[src/rtl/defog_pkg.sv]
// Shared types and constants for the defog atmospheric-light parameter controller.
// Holds the FSM state encoding, the dark-channel width and the reset default.
package defog_pkg;

    localparam int DARK_W = 8;
    localparam logic [DARK_W-1:0] DARK_INIT_DEFAULT = 8'd220;

    typedef enum logic [1:0] {
        WAIT_SOF = 2'd0,
        ACCUM    = 2'd1,
        COMMIT   = 2'd2
    } state_t;

endpackage

[src/rtl/defog_al_filter.sv]
// Clamp of the frame maximum into [amin, amax]; optional IIR smoothing under
// DEFOG_PARAM_IIR_EN.
module defog_al_filter
    import defog_pkg::*;
(
    input  logic [DARK_W-1:0] acc_max,
    input  logic [DARK_W-1:0] cfg_amin,
    input  logic [DARK_W-1:0] cfg_amax,
`ifdef DEFOG_PARAM_IIR_EN
    input  logic [DARK_W-1:0] prev,
`endif
    output logic [DARK_W-1:0] dark_next
);

    logic [DARK_W-1:0] lo;
    logic [DARK_W-1:0] clamped;

    // Upper clamp applied last so an inverted range resolves to amax.
    always_comb begin
        lo      = (acc_max < cfg_amin) ? cfg_amin : acc_max;
        clamped = (lo > cfg_amax) ? cfg_amax : lo;
    end

`ifdef DEFOG_PARAM_IIR_EN
    always_comb begin
        dark_next = DARK_W'((10'(prev) * 10'd3 + 10'(clamped) + 10'd2) >> 2);
    end
`else
    always_comb begin
        dark_next = clamped;
    end
`endif

endmodule

[src/rtl/defog_param_ctrl.sv]
// Per-frame atmospheric-light tracker: max of dark channel, committed at vsync.
// Optional IIR smoothing of the committed value with DEFOG_PARAM_IIR_EN.
module defog_param_ctrl
    import defog_pkg::*;
#(
    parameter logic [DARK_W-1:0] DARK_INIT = DARK_INIT_DEFAULT,
    parameter int                FCNT_W    = 16
) (
    input  logic              pixelclk,
    input  logic              reset_n,
    input  logic              i_vsync,
    input  logic              i_de,
    input  logic [DARK_W-1:0] i_dark,
    input  logic [DARK_W-1:0] cfg_amin,
    input  logic [DARK_W-1:0] cfg_amax,
    input  logic              cfg_bypass,
    output logic [DARK_W-1:0] o_dark_max,
    output logic              o_bypass,
    output logic              o_param_valid,
    output logic [FCNT_W-1:0] o_frame_cnt
);

    state_t            state;
    state_t            state_nxt;
    logic              vs_q;
    logic              vs_edge;
    logic [DARK_W-1:0] acc_max;
    logic              seen;
    logic [DARK_W-1:0] dark_next;

    assign vs_edge = i_vsync & ~vs_q;

    always_ff @(posedge pixelclk or negedge reset_n) begin
        if (!reset_n) begin
            state <= WAIT_SOF;
            vs_q  <= 1'b0;
        end else begin
            state <= state_nxt;
            vs_q  <= i_vsync;
        end
    end

    // Edges during COMMIT are dropped; frames are at least two cycles long.
    always_comb begin
        state_nxt = state;
        unique case (state)
            WAIT_SOF: if (vs_edge) state_nxt = ACCUM;
            ACCUM:    if (vs_edge) state_nxt = COMMIT;
            COMMIT:   state_nxt = ACCUM;
            default:  state_nxt = WAIT_SOF;
        endcase
    end

    always_ff @(posedge pixelclk or negedge reset_n) begin
        if (!reset_n) begin
            acc_max <= '0;
            seen    <= 1'b0;
        end else begin
            unique case (state)
                WAIT_SOF: begin
                    if (vs_edge) begin
                        acc_max <= '0;
                        seen    <= 1'b0;
                    end
                end
                ACCUM: begin
                    if (i_de) begin
                        if (i_dark > acc_max) acc_max <= i_dark;
                        seen <= 1'b1;
                    end
                end
                COMMIT: begin
                    acc_max <= '0;
                    seen    <= 1'b0;
                end
                default: begin
                    acc_max <= '0;
                    seen    <= 1'b0;
                end
            endcase
        end
    end

    defog_al_filter u_filter (
        .acc_max   (acc_max),
        .cfg_amin  (cfg_amin),
        .cfg_amax  (cfg_amax),
`ifdef DEFOG_PARAM_IIR_EN
        .prev      (o_dark_max),
`endif
        .dark_next (dark_next)
    );

    // Empty frames keep the previous parameters and do not count.
    always_ff @(posedge pixelclk or negedge reset_n) begin
        if (!reset_n) begin
            o_dark_max    <= DARK_INIT;
            o_bypass      <= 1'b0;
            o_param_valid <= 1'b0;
            o_frame_cnt   <= '0;
        end else begin
            o_param_valid <= 1'b0;
            if (state == COMMIT && seen) begin
                o_dark_max    <= dark_next;
                o_bypass      <= cfg_bypass;
                o_param_valid <= 1'b1;
                o_frame_cnt   <= o_frame_cnt + {{(FCNT_W-1){1'b0}}, 1'b1};
            end
        end
    end

endmodule

[config.mk]
export PLATFORM = sky130hd
export DESIGN_NAME = defog_param_ctrl
export DESIGN_NICKNAME = d
export VERILOG_FILES = /design/src/rtl/defog_pkg.sv /design/src/rtl/defog_al_filter.sv /design/src/rtl/defog_param_ctrl.sv
export SDC_FILE = /design/constraint.sdc
export NUM_CORES = 1
export LEC_CHECK = 0
export BUFFER_PORTS_ARGS = -buffer_cell sky130_fd_sc_hd__buf_2
export CORE_MARGIN = 2
export CORE_UTILIZATION = 40
export DETAILED_ROUTE_END_ITERATION = 8
export PLACE_DENSITY_LB_ADDON = 0.2
export SLEW_MARGIN = 20
export SYNTH_ARGS = -nofsm -noshare
export SYNTH_HDL_FRONTEND = slang
export SYNTH_SLANG_ARGS = --single-unit
[constraint.sdc]
create_clock -name pixelclk -period 3.4 [get_ports pixelclk]
set_input_delay 0.17 -clock pixelclk [delete_from_list [all_inputs] [get_ports pixelclk]]
set_output_delay 0.17 -clock pixelclk [all_outputs]
set_load 0.02 [all_outputs]
**After elaboration in Yosys (flattened, before gate mapping)**

Index checks and enable logic that the tools add are counted.

- Bits in registers: 38
- Bits in latches: 0
- Bits in writable memories: 0
- Memory bits (read-only): 0
- Input port bits: 29
- Output and inout port bits: 26
- Word-level logic and storage cells: 38
- Memories kept: 0

- $add $sub $neg: 1
- Multipliers: 0
- Div/mod/pow operators: 0
- $lt $le $gt $ge: 3
- Equality and inequality tests: 6
- Shift operators: 0
- Multiplexer cells: 13
- Bitwise gates (word level): 2
- Reductions and logical operators: 5

Operator list:

| kind | number |
|---|---|
| 8-bit two-way mux | 5 |
| 16-bit by 1-bit adder with 16-bit output (second input constant) | 1 |
| 8-bit > comparator | 2 |
| 8-bit one-hot mux with 2 select lines | 1 |
| 8-bit less-than comparator | 1 |
| 2-bit inequality test (second input constant) | 4 |
| 2-bit one-hot mux with 3 select lines | 1 |
| 2-bit two-way mux | 2 |
| 2-bit AND reduction | 2 |
| 1-bit two-way mux | 3 |
| 3-bit AND reduction | 1 |
| 2-bit by 1-bit == test with 1-bit output (second input constant) | 1 |
| 2-bit == test (second input constant) | 1 |
| 2-bit logical NOT | 1 |
| 1-bit one-hot mux with 2 select lines | 1 |
| 1-bit bitwise AND | 1 |
| 1-bit logical AND | 1 |
| 1-bit NOT | 1 |

**Logic depth before layout (Yosys ltp)**

Gate-level depths: netlist of run 1.

- Depth after elaboration: 4
- Depth in mapped cells: 14
- Mapped depth without buffers: 13

**Hierarchy**

From an unflattened synthesis of run 1, not the netlist that was laid out.

- Cell total of the unflattened synthesis: 228
- Area total of the unflattened synthesis: 2347.3 µm²

By module, submodules not included:

| module | times used | cells an instance | area an instance (µm²) | sequential area each (µm²) |
|---|---|---|---|---|
| defog_param_ctrl | 1 | 161 | 1759.2 | 957.2 |
| defog_al_filter | 1 | 67 | 588.1 | 0.0 |

**Worst setup path before layout of run 1**

Ideal clock, no wire load.

- Path kind: flip-flop to flip-flop
- Start point: register acc_max[6]
- End point: register o_dark_max[2]
- Setup time: 0.081 ns
- Arrival time: 3.038 ns
- Required time: 3.319 ns
- Path slack: 0.281 ns
- Cell stages (with the launch flop): 13
- Path buffers: 1
- Period minus slack after synthesis: 3.119 ns
- Path through: dfrtp_1 > ha_1 > nand4_1 > o311ai_4 > mux2i_1 > inv_1 > ha_1 > a211oi_1 > nor2_1 > o31a_1 > buf_1 > a21o_1 > o211ai_1

- Cells in the longest elaborated chain, start to end: 4

Ends and longest elaborated chain:

| what | RTL line | source |
|---|---|---|
| from (decl) | defog_param_ctrl.sv:27 | `logic [DARK_W-1:0] acc_max;` |
| from (signal assigned) | defog_param_ctrl.sv:68 | `if (i_dark > acc_max) acc_max <= i_dark;` |
| 8-bit less-than comparator | defog_al_filter.sv:20 | `lo = (acc_max < cfg_amin) ? cfg_amin : acc_max;` |
| 8-bit two-way mux * | defog_al_filter.sv:20 |  |
| 8-bit > comparator | defog_al_filter.sv:21 | `clamped = (lo > cfg_amax) ? cfg_amax : lo;` |
| 8-bit two-way mux * | defog_al_filter.sv:21 |  |
| to (signal assigned) | defog_param_ctrl.sv:104 | `o_dark_max <= dark_next;` |
| to (decl) | defog_param_ctrl.sv:17 | `output logic [DARK_W-1:0] o_dark_max,` |

Mark *: on every way between the ends. The rest lies on a longest branch, timed or not.
A chain may end at the register's enable or synchronous reset.

**Worst setup path after layout of run 1**

- Start point: register acc_max[6]
- End point: register o_dark_max[7]

Same word-level chain as after synthesis.

==> results of run 1 <==
[per-stage QoR]
stage	total power, µW	hold WS (ns)	instance area [µm²]	utilization, %	std cells
after global routing	2220	0.0519	2840	50.9	370
after floorplan	1390	-0.126	2340	-	237
after CTS	2050	0.00677	2820	50.6	368
after detailed placement	1650	0.297	2700	48.4	359
final	2050	-0.0275	2840	50.9	370
after global placement	1630	0.297	2700	48.4	359
[path summary, 6_finish.rpt]
kind / startpoint / to
min reg2reg: o_frame_cnt[15]$_DFFE_PN0P_ / o_frame_cnt[15]$_DFFE_PN0P_
min in group pixelclk: cfg_bypass / o_bypass$_DFFE_PN0P_
max in group asynchronous: reset_n / o_frame_cnt[1]$_DFFE_PN0P_
max reg2reg: acc_max[6]$_DFFE_PN0P_ / o_dark_max[7]$_DFFE_PN1P_
min: reset_n / o_dark_max[1]$_DFFE_PN0P_
max: acc_max[6]$_DFFE_PN0P_ / o_dark_max[7]$_DFFE_PN1P_
[flip-flops by register name (all words and copies together) (netlist names)]
register and count:
state 2, o_frame_cnt 16, o_dark_max 8, vs_q 1, o_param_valid 1, seen 1
o_bypass 1, acc_max 8
[logic make-up (layout without fill, tap and decap cells)]
family	after synthesis	in the layout
multiplexers	12	12
XOR/XNOR	16	16
flip-flops	38	38
AO/OA/AOI/OAI	32	32
buffers and inverters	40	101
adder cells (fa/ha/maj)	24	24
AND/OR/NAND/NOR	75	75
[worst max-delay path: cells and delay by family (launching register included)]
family | cells | cell delay [ns]
AOI/OAI and AO/OA | 7 | 1.55
adders and majority gates | 2 | 0.61
buffers and inverters | 2 | 0.25
DFF | 1 | 0.41
muxes | 1 | 0.19
and+or+nand+nor | 1 | 0.08
[routing by layer]
metal	up-vias	GRT usage, %
met1	864	22.7
met2	44	26.3
met3	7	3.15
li1	945	-
met4	0	7.12
met5	-	0
[synth_stat cells, drive strengths merged]
master    n  area (µm²)
inv      34         128
dfrtp    33         826
nand2    30         113
ha       24         300
nand4    15        93.8
xnor2    13         114
mux2i    12         120
o211ai    9        72.6
nor2      8        30.0
dfstp     5         131
a21oi     4        20.0
a32o      4        40.0
buf       4        17.5
o21ai     4        20.0
a211oi    3        22.5
a21o      3        22.5
and4      3        26.3
nand3     3        15.0
nor2b     3        18.8
xor2      3        26.3
and2      2        12.5
and3      2        12.5
clkbuf    2        7.51
nand2b    2        12.5
a2111oi   1        27.5
a211o     1        8.76
and2b     1        7.51
nand3b    1        20.0
nand4bb   1        11.3
nor3      1        5.00
nor3b     1        7.51
nor4      1        6.26
o21a      1        7.51
o311ai    1        26.3
o31a      1        8.76
or2       1        6.26
[power by group]
group | internal [µW] | switching [µW]
Combinational | 409 | 513
Sequential | 607 | 123
Clock | 239 | 157
[cell type report]
cell class	instances	area, µm²
fillers	541	2740
multi-input cells	159	1230
flip-flops and latches	38	957
repair buffers	59	310
inverters	34	128
well taps	72	90.1
clock buffers	7	86.3
clock inverters	1	30.0
[repair_timing]
item / 4_1_cts / 5_1_grt
resized for setup: 0 / 1
setup endpoints to repair: 0 / 8
hold endpoints to repair: 1 / 0
setup buffers: 0 / 2
hold buffers: 1 / 0
==> impl_metrics.json, run 1 <==
{
  "crit_path_max_incr_delay_ns": 0.41,
  "ys_types": 39,
  "synth_top_family_by_area": "simple AND/OR/NAND/NOR gates",
  "rsz0062_at_grt": "no",
  "path_max_fanout": 8,
  "finClkSkew_ns": 0.0119,
  "relSlewSlack_pct": 44.3,
  "drc": 0,
  "arrival_ns": 3.37,
  "highest_layer": "met4",
  "wl_per_cell_um": 13.2,
  "crit_chain": "ha_1, a21o_1, o21ai_1, o311ai_4, buf_4, mux2i_1, inv_1, ha_1, a211oi_1, nor2_1, o31a_1, a21o_1, o211ai_1",
  "finalSetupTns_ns": 0,
  "postSynthAreaPerCell_um2": 9.89,
  "area_growth_pct": 21.0,
  "yosysSeqAreaShare_pct": 40.8,
  "dieArea_um2": 6490,
  "ios": 55,
  "detail-route-antenna-nets": 0,
  "met2WireLength_um": 2160,
  "drt_iter0_drc": 106,
  "clockBufferDepth": 2,
  "violations": "negative hold slack",
  "first_pass_iters": 4,
  "min_path_type": "in -> async",
  "period_needed_ns": 3.15,
  "grt_max_degree": 39,
  "cts_sinks": 38,
  "io_buffers": 54,
  "antenna_found_initial": 0,
  "syn_nets": 290,
  "r2r_slack_ns": 0.25,
  "synthMuxAreaShare_pct": 5.12,
  "synth_simple_gate_area_share_pct": 17.0,
  "die_x_um": 80.6,
  "start_util_pct": 42.1,
  "drt-vias-per-instance": 5.03,
  "synth-xor-area-share_pct": 5.98,
  "fp-row-count": 27,
  "synth-compound-area-share_pct": 11.8,
  "layout-drive-gt1-share_pct": 25.5,
  "worstSetupPathType": "reg -> reg",
  "finalHoldViolations": 33,
  "clk_latency_ns": 0.29,
  "nets": 350,
  "grt_util_all_layers_pct": 16.8,
  "routed_wirelength_um": 4880,
  "fmaxAchievable_mhz": 317,
  "worst_setup_path_end_kind": "register",
  "outcome": "finished, violations left",
  "ys_ff_latch": 38,
  "met3WireLength_um": 239,
  "cts_tree": "built",
  "leakagePower_uw": 0.00149,
  "htreeDepth": 2,
  "grt-ovfl-total": 0,
  "setup_ws_ns": 0.247,
  "ys_warn_count": 0,
  "pre_cts_ws_ns": 0.116,
  "final_cell_mix": "buf_2 (54), inv_1 (33), dfrtp_1 (33)",
  "power_density_nw_per_um2": 722,
  "root_buffer": "clkbuf_8",
  "via_count": 1860,
  "setup_violations": 0,
  "holdWs_ns": -0.0275,
  "synthAdderAreaFrac_pct": 12.8,
  "n_antenna_cell": 0,
  "core_um2": 5570,
  "peakVddDrop_uv": 289,
  "grt_pass1_wl_um": 8430,
  "maxSlewViolCount": 0,
  "r2r_cells": 13,
  "required_ns": 3.62,
  "cpMaxStageDelayCell": "dfrtp_1",
  "synth.cell_area_um2": 2340,
  "numCtsBuffers": 5,
  "period_share_pct": 92.7,
  "crit_path_start_kind": "register",
  "globalplace.congestion": 0.809,
  "path_clk_slew_ns": 0.08,
  "worst_pin_slew_ns": 0.835,
  "cap_violations": 0,
  "final_common_cell": "buf_2",
  "die_y_um": 80.6,
  "synthCells": 237,
  "grt_pass1_vias": 1842,
  "dp_hpwl_um": 3780,
  "m1WireLength_um": 2390
}
Power figures use the tool's default switching activity.
==> run 2, diff against run 1 <==
--- a/config.mk
+++ b/config.mk
@@ -8,6 +8,7 @@
 export BUFFER_PORTS_ARGS = -buffer_cell sky130_fd_sc_hd__buf_2
 export CORE_MARGIN = 2
 export CORE_UTILIZATION = 40
+export CTS_BUF_LIST = sky130_fd_sc_hd__clkbuf_4 sky130_fd_sc_hd__clkbuf_8
 export DETAILED_ROUTE_END_ITERATION = 8
 export PLACE_DENSITY_LB_ADDON = 0.2
 export SLEW_MARGIN = 20
==> constraint.sdc (replaced) <==
create_clock -name pixelclk -period 4 [get_ports pixelclk]
set_input_delay 0.2 -clock pixelclk [delete_from_list [all_inputs] [get_ports pixelclk]]
set_output_delay 0.2 -clock pixelclk [all_outputs]
set_load 0.02 [all_outputs]
==> run 2 against run 1 <==
Compared with the run above:
- the run now ends clean
- cell area decreased by 2.5%
- die area unchanged
- critical path depth decreased by 2
- wire length decreased by 3.7%
==> impl_metrics.json, run 2 (same netlist as run 1, synthesis figures left out) <==
{
  "outcome": "finished clean",
  "worst_pin_slew_ns": 0.833,
  "period_needed_ns": 3.53,
  "arrival_ns": 3.73,
  "path_max_fanout": 9,
  "leakagePower_uw": 0.00146,
  "combPwrFrac_pct": 45.9,
  "highest_layer": "met4",
  "clockBufferDepth": 2,
  "min_path_type": "in -> async",
  "via_count": 1856,
  "area_growth_pct": 18.0,
  "ios": 55,
  "setup_violations": 0,
  "power_uw": 1620,
  "grt_max_degree": 39,
  "finalSetupTns_ns": 0,
  "layout-drive-gt1-share_pct": 24.9,
  "p_clk_share_pct": 15.9,
  "fmaxAchievable_mhz": 283,
  "root_buffer": "clkbuf_8",
  "top_regs": "o_frame_cnt (16), acc_max (8), o_dark_max (8)",
  "worst_setup_path_end_kind": "register",
  "dp_hpwl_um": 3720,
  "required_ns": 4.20,
  "internal-power_uw": 963,
  "finalHoldViolations": 0,
  "m1WireLength_um": 2370,
  "grt_util_all_layers_pct": 16.1,
  "grt-ovfl-total": 0,
  "period_share_pct": 88.2,
  "detail-route-antenna-nets": 0,
  "worstSetupPathType": "reg -> reg",
  "hold_buffers": 0,
  "antenna_found_initial": 0,
  "power.share.sequential_pct": 38.2,
  "n_antenna_cell": 0,
  "finClkSkew_ns": 0.00349,
  "maxSlewViolCount": 0,
  "cts_setup_buffers": 0,
  "met3WireLength_um": 231,
  "final_cell_mix": "buf_2 (54), inv_1 (33), dfrtp_1 (33)",
  "fp-row-count": 27,
  "nets": 345,
  "p_sw_uw": 659,
  "drc": 0,
  "cts_tree": "built",
  "fin_cells": 365,
  "power_density_nw_per_um2": 586,
  "largest_register_ffs": 16,
  "numCtsBuffers": 5,
  "final_common_cell": "buf_2",
  "dp.cells": 357,
  "dieArea_um2": 6490,
  "peakVddDrop_uv": 240,
  "routed_wirelength_um": 4700,
  "cap_violations": 0,
  "met2WireLength_um": 2070,
  "top_register": "o_frame_cnt",
  "netSwitchingFraction_pct": 40.6,
  "core_um2": 5570,
  "crit_path_max_incr_delay_ns": 0.56,
  "cp_common_cell": "ha_1",
  "drt-vias-per-instance": 5.08,
  "rsz0062_at_grt": "no",
  "globalplace.congestion": 0.802,
  "cts_sinks": 38,
  "first_pass_iters": 4,
  "crit_path_start_kind": "register",
  "io_buffers": 54,
  "drt_iter0_drc": 67,
  "cpMaxStageDelayCell": "o311ai_4",
  "die_x_um": 80.6,
  "start_util_pct": 42.1,
  "clk_latency_ns": 0.28,
  "path_clk_slew_ns": 0.07,
  "grt_pass1_vias": 1804,
  "die_y_um": 80.6,
  "wl_per_cell_um": 12.9,
  "relSlewSlack_pct": 44.4,
  "grt_pass1_wl_um": 8070,
  "htreeDepth": 2,
  "crit_chain": "ha_1, nand4_1, o311ai_4, mux2i_1, inv_1, ha_1, a211oi_1, nor2_1, nand4bb_1, a21o_1, o211ai_1",
  "ctsResizeCount": 0
}
-- run 2: worst paths after layout --
path	slack, ns	startpoint	to	cells past startpoint
max	0.47	acc_max[6]$_DFFE_PN0P_	o_dark_max[7]$_DFFE_PN1P_	11
max reg2reg	0.47	acc_max[6]$_DFFE_PN0P_	o_dark_max[7]$_DFFE_PN1P_	11
min reg2reg	0.47	o_frame_cnt[15]$_DFFE_PN0P_	o_frame_cnt[15]$_DFFE_PN0P_	1
min	0.02	reset_n	o_param_valid$_DFF_PN0_	1
max in group asynchronous	3.46	reset_n	o_frame_cnt[15]$_DFFE_PN0P_	1
min in group pixelclk	0.05	i_vsync	vs_q$_DFF_PN0_	1
-- run 2: final cells by class --
class	count	area, µm²
timing repair buffer	54	270
multi-input combinational	159	1230
clock buffer	6	76.3
sequential	38	957
inverter	34	128
fill	556	2810
tap	72	90.1
clock inverter	2	10.0
-- run 2: power groups by stage --
stage | logic (µW) | clock network [µW] | registers [µW]
5_1_grt | 842 | 288 | 640
4_1_cts | 752 | 268 | 621
2_1_floorplan | 494 | 0 | 685
3_5_place_dp | 748 | 0 | 629
6_report | 744 | 258 | 620
3_3_place_gp | 739 | 0 | 619
-- run 2: stage by stage --
| step | area [µm²] | setup slack, ns | hold slack, ns | utilization (%) |
|---|---|---|---|---|
| after CTS | 2770 | 0.439 | 0.0363 | 49.6 |
| after global routing | 2770 | 0.218 | 0.0288 | 49.6 |
| after floorplan | 2340 | 0.881 | -0.0956 | - |
| after global placement | 2680 | 0.619 | 0.340 | 48.1 |
| final | 2770 | 0.471 | 0.0166 | 49.6 |
| after detailed placement | 2680 | 0.467 | 0.339 | 48.1 |
-- run 2: layer usage --
metal / up-vias / global-route usage (%)
met3: 2 / 4.38
met4: 0 / 4.58
li1: 930 / -
met5: - / 0
met1: 877 / 21.6
met2: 47 / 25.3
-- run 2: critical path: cells and delay by family, from the launching register on --
family	cells	cell delay, ns
and+or+nand+nor	3	0.66
DFF	1	0.43
AOI/OAI and AO/OA	4	1.38
adders and majority gates	2	0.61
buffers and inverters	1	0.07
muxes	1	0.30
